### src/rtl/sprite_frame_ctrl.sv
// ============================================================================
// sprite_frame_ctrl: per-frame erase / move / redraw sequencer for a 16x32
// sprite on a 160x120 3-bit framebuffer. Option macro: TRANSPARENT_SKIP_EN.
// Revision: 1.0
// ============================================================================
`default_nettype none

module sprite_frame_ctrl #(
  parameter logic [7:0] X_INIT   = 8'd72,
  parameter logic [6:0] Y_INIT   = 7'd60,
  parameter int         STEP     = 1,
  parameter logic [2:0] BG_COLOR = 3'b111,
  parameter int         SPR_W    = 16,
  parameter int         SPR_H    = 32,
  parameter int         Y_OFS    = 9
) (
  input  logic       clk,
  input  logic       resetn,
  input  logic       frame_tick,
  input  logic       mv_left,
  input  logic       mv_right,
  input  logic       mv_up,
  input  logic       mv_down,
  input  logic [2:0] spr_color,
  output logic [7:0] pix_x,
  output logic [6:0] pix_y,
  output logic [7:0] yasu_x,
  output logic [6:0] yasu_y,
  output logic [7:0] vga_x,
  output logic [6:0] vga_y,
  output logic [2:0] vga_color,
  output logic       vga_plot,
  output logic       busy,
  output logic       frame_done
);

  localparam int X_MAX = 160 - SPR_W;
  localparam int Y_MAX = 120 - SPR_H + Y_OFS;

  typedef enum logic [2:0] {
    S_IDLE   = 3'd0,
    S_ERASE  = 3'd1,
    S_UPDATE = 3'd2,
    S_DRAW   = 3'd3,
    S_DONE   = 3'd4
  } state_t;

  state_t     state;
  logic [3:0] cx;
  logic [4:0] cy;
  logic       pending;
  logic [7:0] next_x;
  logic [6:0] next_y;
  logic       scan_last;
  logic       draw_plot;

  // cx/cy are zero outside the scan states, so the address stays at the box origin there.
  assign pix_x     = yasu_x + {4'd0, cx};
  assign pix_y     = yasu_y - 7'(Y_OFS) + {2'd0, cy};
  assign scan_last = (cx == 4'd15) && (cy == 5'd31);
  assign busy       = (state != S_IDLE);
  assign frame_done = (state == S_DONE);

`ifdef TRANSPARENT_SKIP_EN
  assign draw_plot = (spr_color != BG_COLOR);
`else
  assign draw_plot = 1'b1;
`endif

  always_comb begin
    next_x = yasu_x;
    next_y = yasu_y;
    if (mv_left && !mv_right)
      next_x = (yasu_x < 8'(STEP)) ? 8'd0 : yasu_x - 8'(STEP);
    else if (mv_right && !mv_left)
      next_x = (({1'b0, yasu_x} + 9'(STEP)) > 9'(X_MAX)) ? 8'(X_MAX) : yasu_x + 8'(STEP);
    if (mv_up && !mv_down)
      next_y = ({1'b0, yasu_y} < 8'(Y_OFS + STEP)) ? 7'(Y_OFS) : yasu_y - 7'(STEP);
    else if (mv_down && !mv_up)
      next_y = (({1'b0, yasu_y} + 8'(STEP)) > 8'(Y_MAX)) ? 7'(Y_MAX) : yasu_y + 7'(STEP);
  end

  always_ff @(posedge clk or negedge resetn) begin
    if (!resetn) begin
      state     <= S_IDLE;
      cx        <= 4'd0;
      cy        <= 5'd0;
      pending   <= 1'b0;
      yasu_x    <= X_INIT;
      yasu_y    <= Y_INIT;
      vga_x     <= 8'd0;
      vga_y     <= 7'd0;
      vga_color <= 3'd0;
      vga_plot  <= 1'b0;
    end else begin
      vga_x     <= pix_x;
      vga_y     <= pix_y;
      vga_color <= (state == S_ERASE) ? BG_COLOR : spr_color;
      vga_plot  <= (state == S_ERASE) || ((state == S_DRAW) && draw_plot);

      // Only one redraw request can be queued behind the running frame.
      if (frame_tick && state != S_IDLE && state != S_DONE)
        pending <= 1'b1;

      case (state)
        S_IDLE: begin
          if (frame_tick) begin
            state <= S_ERASE;
            cx    <= 4'd0;
            cy    <= 5'd0;
          end
        end
        S_ERASE, S_DRAW: begin
          cx <= cx + 4'd1;
          if (cx == 4'd15)
            cy <= cy + 5'd1;
          if (scan_last)
            state <= (state == S_ERASE) ? S_UPDATE : S_DONE;
        end
        S_UPDATE: begin
          yasu_x <= next_x;
          yasu_y <= next_y;
          cx     <= 4'd0;
          cy     <= 5'd0;
          state  <= S_DRAW;
        end
        S_DONE: begin
          if (pending || frame_tick) begin
            state   <= S_ERASE;
            pending <= 1'b0;
            cx      <= 4'd0;
            cy      <= 5'd0;
          end else begin
            state <= S_IDLE;
          end
        end
        default: state <= S_IDLE;
      endcase
    end
  end

endmodule

`default_nettype wire
### config.mk
export PLATFORM = sky130hd
export DESIGN_NAME = sprite_frame_ctrl
export DESIGN_NICKNAME = d
export VERILOG_FILES = /design/src/rtl/sprite_frame_ctrl.sv
export SDC_FILE = /design/constraint.sdc
export NUM_CORES = 1
export LEC_CHECK = 0
export BUFFER_PORTS_ARGS = -buffer_cell sky130_fd_sc_hd__buf_2
export CORE_ASPECT_RATIO = 0.5
export CORE_MARGIN = 1
export CORE_UTILIZATION = 55
export CTS_CLUSTER_DIAMETER = 30
export DETAILED_ROUTE_END_ITERATION = 10
export PLACE_DENSITY = 0.84
export SLEW_MARGIN = 25
export SYNTH_ARGS = -nofsm -noshare
export SYNTH_HDL_FRONTEND = slang
export SYNTH_SLANG_ARGS = --single-unit
export TNS_END_PERCENT = 50
### constraint.sdc
create_clock -name clk -period 3.6 [get_ports clk]
set_input_delay 0.36 -clock clk [delete_from_list [all_inputs] [get_ports clk]]
set_output_delay 0.36 -clock clk [all_outputs]
set_load 0.01 [all_outputs]
==> results.toml, run 1 <==
[flow_run]
maxCapViolations = 0

[final_layout]
nets = 459
drive_above_1_share_pct = 21.2
area_growth_pct = 15.2
post-route-cell-area_um2 = 3690
layout.cells.non_filler = 492
diodes = 0
fin_util_pct = 66.6

[clock_network]
ctsResizeCount = 0
cts_buffers = 5
cts_root_buffer = "clkbuf_16"
clkSinkCount = 47
cts_tree = "built"
hold_buffers = 0
htreeDepth = 2
clockBufferDepth = 2
cts_setup_buffers = 0
clkTransAtPathRegs_ns = 0.07
clock_latency_ns = 0.28

[routing]
wl_per_cell_um = 14.7
vias = 2880
vias_per_cell = 5.85
first_pass_iters = 5
wl_um = 7250
dr_wl_met2_um = 3460
drtAntennaViolNets = 0
wl_met1_um = 3370
dr_wl_met3_um = 331
drtIter0Drc = 359
dr.max_layer_used = "met4"
drc_errors = 0

[timing]
finalCritPeriodShare_pct = 86.2
slew_headroom_pct = 51.8
worstMarginPinSlew_ns = 0.720
finalSetupViolations = 0
clock_skew_ns = 0.0104
finalHoldViolCount = 0
rsz0062_at_grt = "false"
report.final.slew_viol_count = 0
finalSetupTns_ns = 0
max_freq_ghz = 0.322
period_needed_ns = 3.10

[critical_path]
critPathRequiredTime_ns = 3.24
worst-setup-path-type = "reg -> out"
arrival_ns = 2.74
reg2reg_slack_ns = 1.21
crit_fanout = 14
endpoint_kind = "output pin"
worstSetupStartpointType = "register"

[logic_synthesis]
syn_area_per_cell_um2 = 8.70
synth-edff-count = 0
synth_seq_cells = 47
async_flop_share_pct = 100
yosys-top-cells-area = "dfrtp_1, ha_1, o21ai_0, dfstp_2, inv_1"
synthesis.nets = 409
yosys.area.top_type_share_pct = 32.0
yosysSeqAreaShare_pct = 37.0
yosysTopAreaCell = "dfrtp_1"
synth.distinct_cells = 58
synthCells = 368
yosys_warnings = 0
synthFlopType = "dfrtp_1"
synth_area_um2 = 3200

[global_route]
grt_usage_pct = 25.5
grt_antenna_before_repair = 0
grt_max_degree = 29
first_global_vias = 2697
grt_overflow_total = 0
grt_pass1_wl_um = 12200

[placed_design]
place_congestion = 0.920
io_buffers = 60
post_dp_cell_area_um2 = 3540
hpwl_um = 5380
dpl.cell_count = 484

[hold_path]
hold_path.class = "in -> async"

[floorplanning]
rows = 19
dieHeight_um = 56.0
die_area_um2 = 6150
io_pins = 61
start_util_pct = 57.8
core_area_um2 = 5540
die_w_um = 110

[power_and_ir_drop]
p_leak_nw = 1.71
vdd_drop_max_v = 0.000490
power.total_mw = 2.24
power_density_nw_per_um2 = 607

[run_status]
status = "completed"
## registers in the layout (all words and copies together) (netlist names)
register	cells
cx	4
vga_x	8
vga_y	7
state	3
yasu_y	7
vga_plot	1
cy	5
vga_color	3
yasu_x	8
pending	1
## cell families (layout without fill, tap and decap cells)
group / after synthesis / count (layout) / synth area share (%)
fa+ha+maj: 31 / 31 / 12.6
mux: 3 / 3 / 1.02
flops: 47 / 47 / 37.0
buf+inv: 56 / 107 / 6.91
compound gates: 100 / 100 / 20.2
simple gates: 117 / 117 / 18.6
xor+xnor: 14 / 14 / 3.83
## per-layer routing
layer / vias to the layer above / global-route usage (%)
met3: 12 / 5.39
met4: 0 / 8.00
met5: - / 0
li1: 1401 / -
met2: 93 / 39.6
met1: 1374 / 35.8
## path summary, 6_finish.rpt
| kind | from | endpoint | depth (start not counted) |
|---|---|---|---|
| max | yasu_y[2]$_DFFE_PN1P_ | pix_y[6] | 10 |
| min | resetn | vga_x[6]$_DFF_PN0_ | 1 |
| max reg2reg | yasu_y[2]$_DFFE_PN1P_ | vga_y[6]$_DFF_PN0_ | 9 |
| min reg2reg | cy[0]$_DFFE_PN0P_ | cy[0]$_DFFE_PN0P_ | 1 |
| max in group asynchronous | resetn | yasu_y[2]$_DFFE_PN1P_ | 2 |
| min in group clk | spr_color[0] | vga_color[0]$_DFF_PN0_ | 2 |
## placed cells by master (no fill, tap or decap), types with 4 or more instances in the layout
cell and n:
a21o_1 5, a21oi_1 20, a22o_1 4, and2_1 5
and3_1 7, buf_2 60, clkbuf_16 5, dfrtp_1 41
dfstp_2 6, ha_1 29, inv_1 36, nand2_1 28
nand2b_1 7, nand3_1 17, nor2_1 21, nor3_1 9
nor4_1 4, o211ai_1 4, o21ai_0 32, o22ai_1 5
xnor2_1 11
## where the power goes
group	internal, mW	total (mW)	leakage (nW)	switching [mW]
Clock	0.278	0.465	0.0741	0.187
Combinational	0.428	0.990	1.10	0.562
Sequential	0.675	0.787	0.540	0.112
## Yosys cell counts (all sizes together) (6+ instances only)
| master | number |
|---|---|
| a21o | 8 |
| a21oi | 20 |
| and3 | 8 |
| clkbuf | 15 |
| dfrtp | 41 |
| dfstp | 6 |
| ha | 29 |
| inv | 37 |
| nand2 | 28 |
| nand2b | 7 |
| nand3 | 17 |
| nor2 | 21 |
| nor3 | 9 |
| o21ai | 33 |
| xnor2 | 11 |
## critical path, stage by stage (launching register included)
cell      delay [ns]
dfstp_2         0.65
inv_1           0.12
ha_1            0.34
inv_1           0.06
ha_1            0.30
a21o_1          0.16
a21oi_1         0.22
o21bai_1        0.09
a21oi_1         0.18
xor2_1          0.20
buf_2           0.16
## metrics by stage
step / worst slack (ns) / hold slack (ns)
global route: 0.347 / 0.0559
detailed placement: 0.808 / 0.342
floorplan: 0.789 / 0.0644
global placement: 0.896 / 0.514
finish: 0.497 / 0.0231
CTS: 0.494 / 0.0345
## final cells by class
cell class	instances	area, um^2
clock buffer	7	143
clock inverter	1	8.76
fill	447	1850
inverter	37	139
multi-input combinational	265	1800
sequential	47	1180
tap	73	91.3
timing repair buffer	62	328
Power figures use the tool's default switching activity.
==> inputs of run 2 (changes only) <==
--- a/config.mk
+++ b/config.mk
@@ -6,12 +6,14 @@
 export NUM_CORES = 1
 export LEC_CHECK = 0
 export BUFFER_PORTS_ARGS = -buffer_cell sky130_fd_sc_hd__buf_2
+export CELL_PAD_IN_SITES_DETAIL_PLACEMENT = 0
+export CELL_PAD_IN_SITES_GLOBAL_PLACEMENT = 1
 export CORE_ASPECT_RATIO = 0.5
 export CORE_MARGIN = 1
-export CORE_UTILIZATION = 55
+export CORE_UTILIZATION = 42
 export CTS_CLUSTER_DIAMETER = 30
 export DETAILED_ROUTE_END_ITERATION = 10
-export PLACE_DENSITY = 0.84
+export PLACE_DENSITY = 0.86
 export SLEW_MARGIN = 25
 export SYNTH_ARGS = -nofsm -noshare
 export SYNTH_HDL_FRONTEND = slang
==> run 2 against run 1 <==
The flow now finishes with violations (design-rule violations). Sequential share of layout area is 0.22 points lower. First-iteration DRC count is 52% lower. Critical path depth stayed put. Combinational power is 2.6% lower. Global-route usage is 6.4 points lower. Worst hold slack better by 0.090 ns. Wire length is 3.0% lower. Sequential cell count stayed put. Clock-buffer cell count stayed put. Cell area is 0.68% higher. Critical endpoint unchanged. Largest power group unchanged. Highest routed layer unchanged.
==> results.toml, run 2 (synthesized netlist as in run 1, its figures left out) <==
[clock_network]
clkSinkCount = 47
cts_root_buffer = "clkbuf_16"
cts_tree = "built"
cts_buffers = 5
htreeDepth = 2
cts_setup_buffers = 0
clkTransAtPathRegs_ns = 0.07
ctsResizeCount = 0
clockBufferDepth = 2
hold_buffers = 0
clock_latency_ns = 0.29

[global_route]
first_global_vias = 2571
grt_usage_pct = 19.1
grt_pass1_wl_um = 12200
grt_max_degree = 32
grt_antenna_before_repair = 0
grt_overflow_total = 0

[power_and_ir_drop]
power.total_mw = 2.24
power_density_nw_per_um2 = 604
p_clk_share_pct = 22.3
comb_power_share_pct = 43.0
p_seq_share_pct = 34.8
p_leak_nw = 1.71
switching_share_pct = 38.0
power_switching_uw = 852
vdd_drop_max_v = 0.000433
internal_power_mw = 1.39

[routing]
drtAntennaViolNets = 0
wl_per_cell_um = 13.7
drc_errors = 2
wl_um = 7030
vias = 2735
vias_per_cell = 5.31
first_pass_iters = 8
drtIter0Drc = 173

[floorplanning]
dieHeight_um = 63.8
io_pins = 61
rows = 22
core_area_um2 = 7350
start_util_pct = 43.6
die_area_um2 = 8000
die_w_um = 126

[critical_path]
slowest_delay_ns = 0.66
path_buf_inv = 3
cp_cell_sequence = "inv_1 > ha_1 > inv_1 > ha_1 > a21o_1 > a21oi_1 > o21bai_1 > a21oi_1 > xor2_1 > buf_2"
worstSetupStartpointType = "register"
arrival_ns = 2.69
critPathRequiredTime_ns = 3.24
crit_fanout = 14
cpMaxStageDelayCell = "dfstp_2"
worst-setup-path-type = "reg -> out"
path_delay_family = "flip-flops"
endpoint_kind = "output pin"

[final_layout]
final_cell_mix = "buf_2, dfrtp_1, inv_1"
final_common_cell = "buf_2"
reg_top3 = "vga_x: 8 flops, yasu_x: 8 flops"
area_growth_pct = 16.0
drive_above_1_share_pct = 21.5
fin_util_pct = 50.6
nets = 459
diodes = 0

[timing]
hold_ws_ns = 0.113
report.final.slew_viol_count = 0
finalSetupViolations = 0
slew_headroom_pct = 52.6
rsz0062_at_grt = "false"
max_freq_ghz = 0.327
worst_slack_ns = 0.545
finalHoldViolCount = 0
period_needed_ns = 3.05
clock_skew_ns = 0.00696
worstMarginPinSlew_ns = 0.711
finalCritPeriodShare_pct = 84.9
finalSetupTns_ns = 0

[flow_run]
maxCapViolations = 0

[placed_design]
place_congestion = 0.861
hpwl_um = 5170
io_buffers = 60
pre_cts_ws_ns = 0.850

[run_status]
violations = "design-rule violations"
status = "complete, but fails checks"

[hold_path]
hold_path.class = "in -> async"
[run 2: routing by layer]
layer | part of all wire (%) | vias up | GRT usage, % | wire, um
li1 | - | 1400 | - | -
met1 | 50 | 1292 | 26.1 | 3490
met2 | 47 | 41 | 31.3 | 3290
met3 | 3.0 | 2 | 3.43 | 213
met4 | 0.45 | 0 | 5.03 | 32
met5 | 0 | - | 0 | 0
[run 2: layout make-up]
cell class | instances | area (um^2)
multi-input cells | 265 | 1800
repair buffers | 62 | 315
clock inverters | 1 | 7.51
inverters | 37 | 139
fillers | 699 | 3630
flip-flops and latches | 47 | 1180
clock buffers | 7 | 153
well taps | 96 | 120
[run 2: final timing paths]
kind,start,to,slack (ns),cells past startpoint
min in group clk,spr_color[2],vga_color[2]$_DFF_PN0_,0.24,2
setup / recovery,yasu_y[2]$_DFFE_PN1P_,pix_y[6],0.55,10
hold reg to reg,cy[0]$_DFFE_PN0P_,cy[0]$_DFFE_PN0P_,0.54,1
max in group asynchronous,resetn,yasu_y[2]$_DFFE_PN1P_,2.71,2
hold / removal,resetn,yasu_x[7]$_DFFE_PN0P_,0.11,1
setup reg to reg,yasu_y[2]$_DFFE_PN1P_,vga_y[6]$_DFF_PN0_,1.27,9
[run 2: metrics by stage]
stage | std cells | area, um^2
finish | 515 | 3720
CTS | 515 | 3720
floorplan | 368 | 3200
global placement | 507 | 3560
global route | 515 | 3720
detailed placement | 507 | 3560
[run 2: power by group through the flow]
stage | registers (mW) | logic, mW | clock network (mW)
2_1_floorplan | 0.811 | 0.602 | 0
3_3_place_gp | 0.787 | 0.969 | 0
3_5_place_dp | 0.789 | 0.974 | 0
4_1_cts | 0.782 | 0.978 | 0.513
5_1_grt | 0.800 | 1.10 | 0.538
6_report | 0.780 | 0.964 | 0.499
==> inputs of run 3 (changes only) <==
--- a/config.mk
+++ b/config.mk
@@ -10,10 +10,10 @@
 export CELL_PAD_IN_SITES_GLOBAL_PLACEMENT = 1
 export CORE_ASPECT_RATIO = 0.5
 export CORE_MARGIN = 1
-export CORE_UTILIZATION = 42
+export CORE_UTILIZATION = 38
 export CTS_CLUSTER_DIAMETER = 30
 export DETAILED_ROUTE_END_ITERATION = 10
-export PLACE_DENSITY = 0.86
+export PLACE_DENSITY = 0.82
 export SLEW_MARGIN = 25
 export SYNTH_ARGS = -nofsm -noshare
 export SYNTH_HDL_FRONTEND = slang
==> constraint.sdc (replaced) <==
create_clock -name clk -period 2.49 [get_ports clk]
set_input_delay 0.249 -clock clk [delete_from_list [all_inputs] [get_ports clk]]
set_output_delay 0.249 -clock clk [all_outputs]
set_load 0.01 [all_outputs]
==> run 3 against run 2 <==
The run ends with negative setup slack left. Worst setup slack got worse by 0.58 ns. Combinational power grew 69%. Critical path depth is the same. Sequential cell count is the same. First-iteration DRC count decreased by 46%. Sequential share of layout area down 2.0 points. Total power rose by 56%. Via count rose by 3.8%. Clock-buffer cell count shrank 1. Register-to-register slack worse by 0.93 ns. Wire length increased by 4.0%. Global-route usage fell by 2.2 points. Critical endpoint unchanged.
==> results.toml, run 3 (synthesized netlist as in run 1, its figures left out) <==
[final_layout]
post-route-cell-area_um2 = 3960
n_fill_cell = 787
diodes = 0
final_common_cell = "buf_2"
final_cell_mix = "buf_2, dfrtp_1, inv_1, o21ai_0, nand2_1"
reg_top3 = "vga_x: 8 flops, yasu_x: 8 flops"
nets = 480
drive_above_1_share_pct = 27.5
area_growth_pct = 23.7
fin_util_pct = 49.0

[routing]
vias = 2838
drtIter0Drc = 93
first_pass_iters = 4
vias_per_cell = 5.14
drtAntennaViolNets = 0
wl_per_cell_um = 13.3
drc_errors = 0
wl_um = 7320

[clock_network]
cts_tree = "built"
clockBufferDepth = 2
clkSinkCount = 47
cts_root_buffer = "clkbuf_16"
clkTransAtPathRegs_ns = 0.06
clock_latency_ns = 0.28
htreeDepth = 2
cts_buffers = 5

[critical_path]
critPathRequiredTime_ns = 2.24
path_delay_family = "compound AO/OA/AOI/OAI gates"
slowest_delay_ns = 0.54
path_buf_inv = 3
worstSetupStartpointType = "register"
crit_fanout = 2
worst-setup-path-type = "reg -> out"
endpoint_kind = "output pin"
arrival_ns = 2.27
cpMaxStageDelayCell = "dfstp_2"
cp_cell_sequence = "inv_2 > ha_4 > inv_2 > ha_4 > a21o_1 > a21oi_2 > o21bai_1 > a21oi_1 > xor2_1 > buf_2"

[timing]
worst_slack_ns = -0.0330
period_needed_ns = 2.52
worstMarginPinSlew_ns = 0.422
max_freq_ghz = 0.396
clock_skew_ns = 0.00350
rsz0062_at_grt = "true"
hold_ws_ns = 0.145
finalHoldViolCount = 0
report.final.slew_viol_count = 0
slew_headroom_pct = 71.7
finalSetupViolations = 1
finalCritPeriodShare_pct = 101

[global_route]
grt_overflow_total = 0
first_global_vias = 2515
grt_antenna_before_repair = 0
grt_usage_pct = 16.9
grt_max_degree = 32
grt_pass1_wl_um = 12000

[placed_design]
io_buffers = 60
post_dp_cell_area_um2 = 3680
pre_cts_ws_ns = 0.0639
hpwl_um = 5490
place_congestion = 0.842

[floorplanning]
io_pins = 61
rows = 23
core_area_um2 = 8090
dieHeight_um = 66.9
die_area_um2 = 8820
die_w_um = 132
start_util_pct = 39.6

[power_and_ir_drop]
p_leak_nw = 1.82
power_density_nw_per_um2 = 885
power.total_mw = 3.51
vdd_drop_max_v = 0.000403

[flow_run]
maxCapViolations = 0

[hold_path]
hold_path.class = "in -> reg"

[run_status]
violations = "negative setup slack"
status = "complete, but fails checks"
## run 3: changes by cell type in the layout (fill, tap and decap cells not counted), moves of 3 or more
cell,delta
ha_1,-3
inv_2,+4
inv_1,-4
buf_4,+20
## run 3: per-layer routing
| layer | share of wire [%] | track usage [%] | wire length (um) |
|---|---|---|---|
| met5 | 0 | 0 | 0 |
| met4 | 0.42 | 4.80 | 31 |
| met3 | 2.1 | 2.36 | 153 |
| met2 | 48 | 29.2 | 3500 |
| met1 | 50 | 22.3 | 3630 |
## run 3: worst paths after layout
| path | from | end | slack, ns | cells after the start |
|---|---|---|---|---|
| worst max-delay path | yasu_y[2]$_DFFE_PN1P_ | pix_y[6] | -0.03 | 10 |
| worst min-delay path | spr_color[1] | vga_color[1]$_DFF_PN0_ | 0.15 | 2 |
| worst max register to register | yasu_y[0]$_DFFE_PN0P_ | yasu_y[0]$_DFFE_PN0P_ | 0.34 | 8 |
| worst min register to register | cy[0]$_DFFE_PN0P_ | cy[0]$_DFFE_PN0P_ | 0.54 | 1 |
| max in group asynchronous | resetn | yasu_x[6]$_DFFE_PN1P_ | 1.29 | 3 |
| min in group asynchronous | resetn | vga_color[0]$_DFF_PN0_ | 0.42 | 2 |
## run 3: final cells by class
type                       count  area [um^2]  area share (%)
clock inverter                 2         38.8           0.979
tap                          112          140            3.54
timing repair buffer          83          475            12.0
clock buffer                   6          139            3.50
sequential                    47         1180            29.9
inverter                      37          139            3.50
multi-input combinational    265         1850            46.6
## run 3: report_power, final
group / switching [mW] / internal, mW
clock network: 0.280 / 0.504
registers: 0.112 / 0.974
logic: 0.893 / 0.742
total: 1.28 / 2.22
## run 3: timing repair
item,in CTS,in global routing
setup endpoints to repair,2,3
hold buffers,1,0
endpoints found under the hold margin,12,0
pin swaps,8,7
buffers inserted,5,2
gates resized for setup,6,4
## run 3: stage by stage
step	std cells	TNS [ns]
after floorplan	368	0
after global placement	536	0
after detailed placement	536	0
after CTS	550	-0.0254
after global routing	552	-0.252
final	552	-0.0330
## run 3: worst reg2reg max path: cells and delay by family (launching register included)
kind | cells | cell delay [ns]
fa+ha+maj | 1 | 0.31
simple gates | 2 | 0.48
buf+inv | 1 | 0.16
compound gates | 4 | 0.79
flops | 1 | 0.36
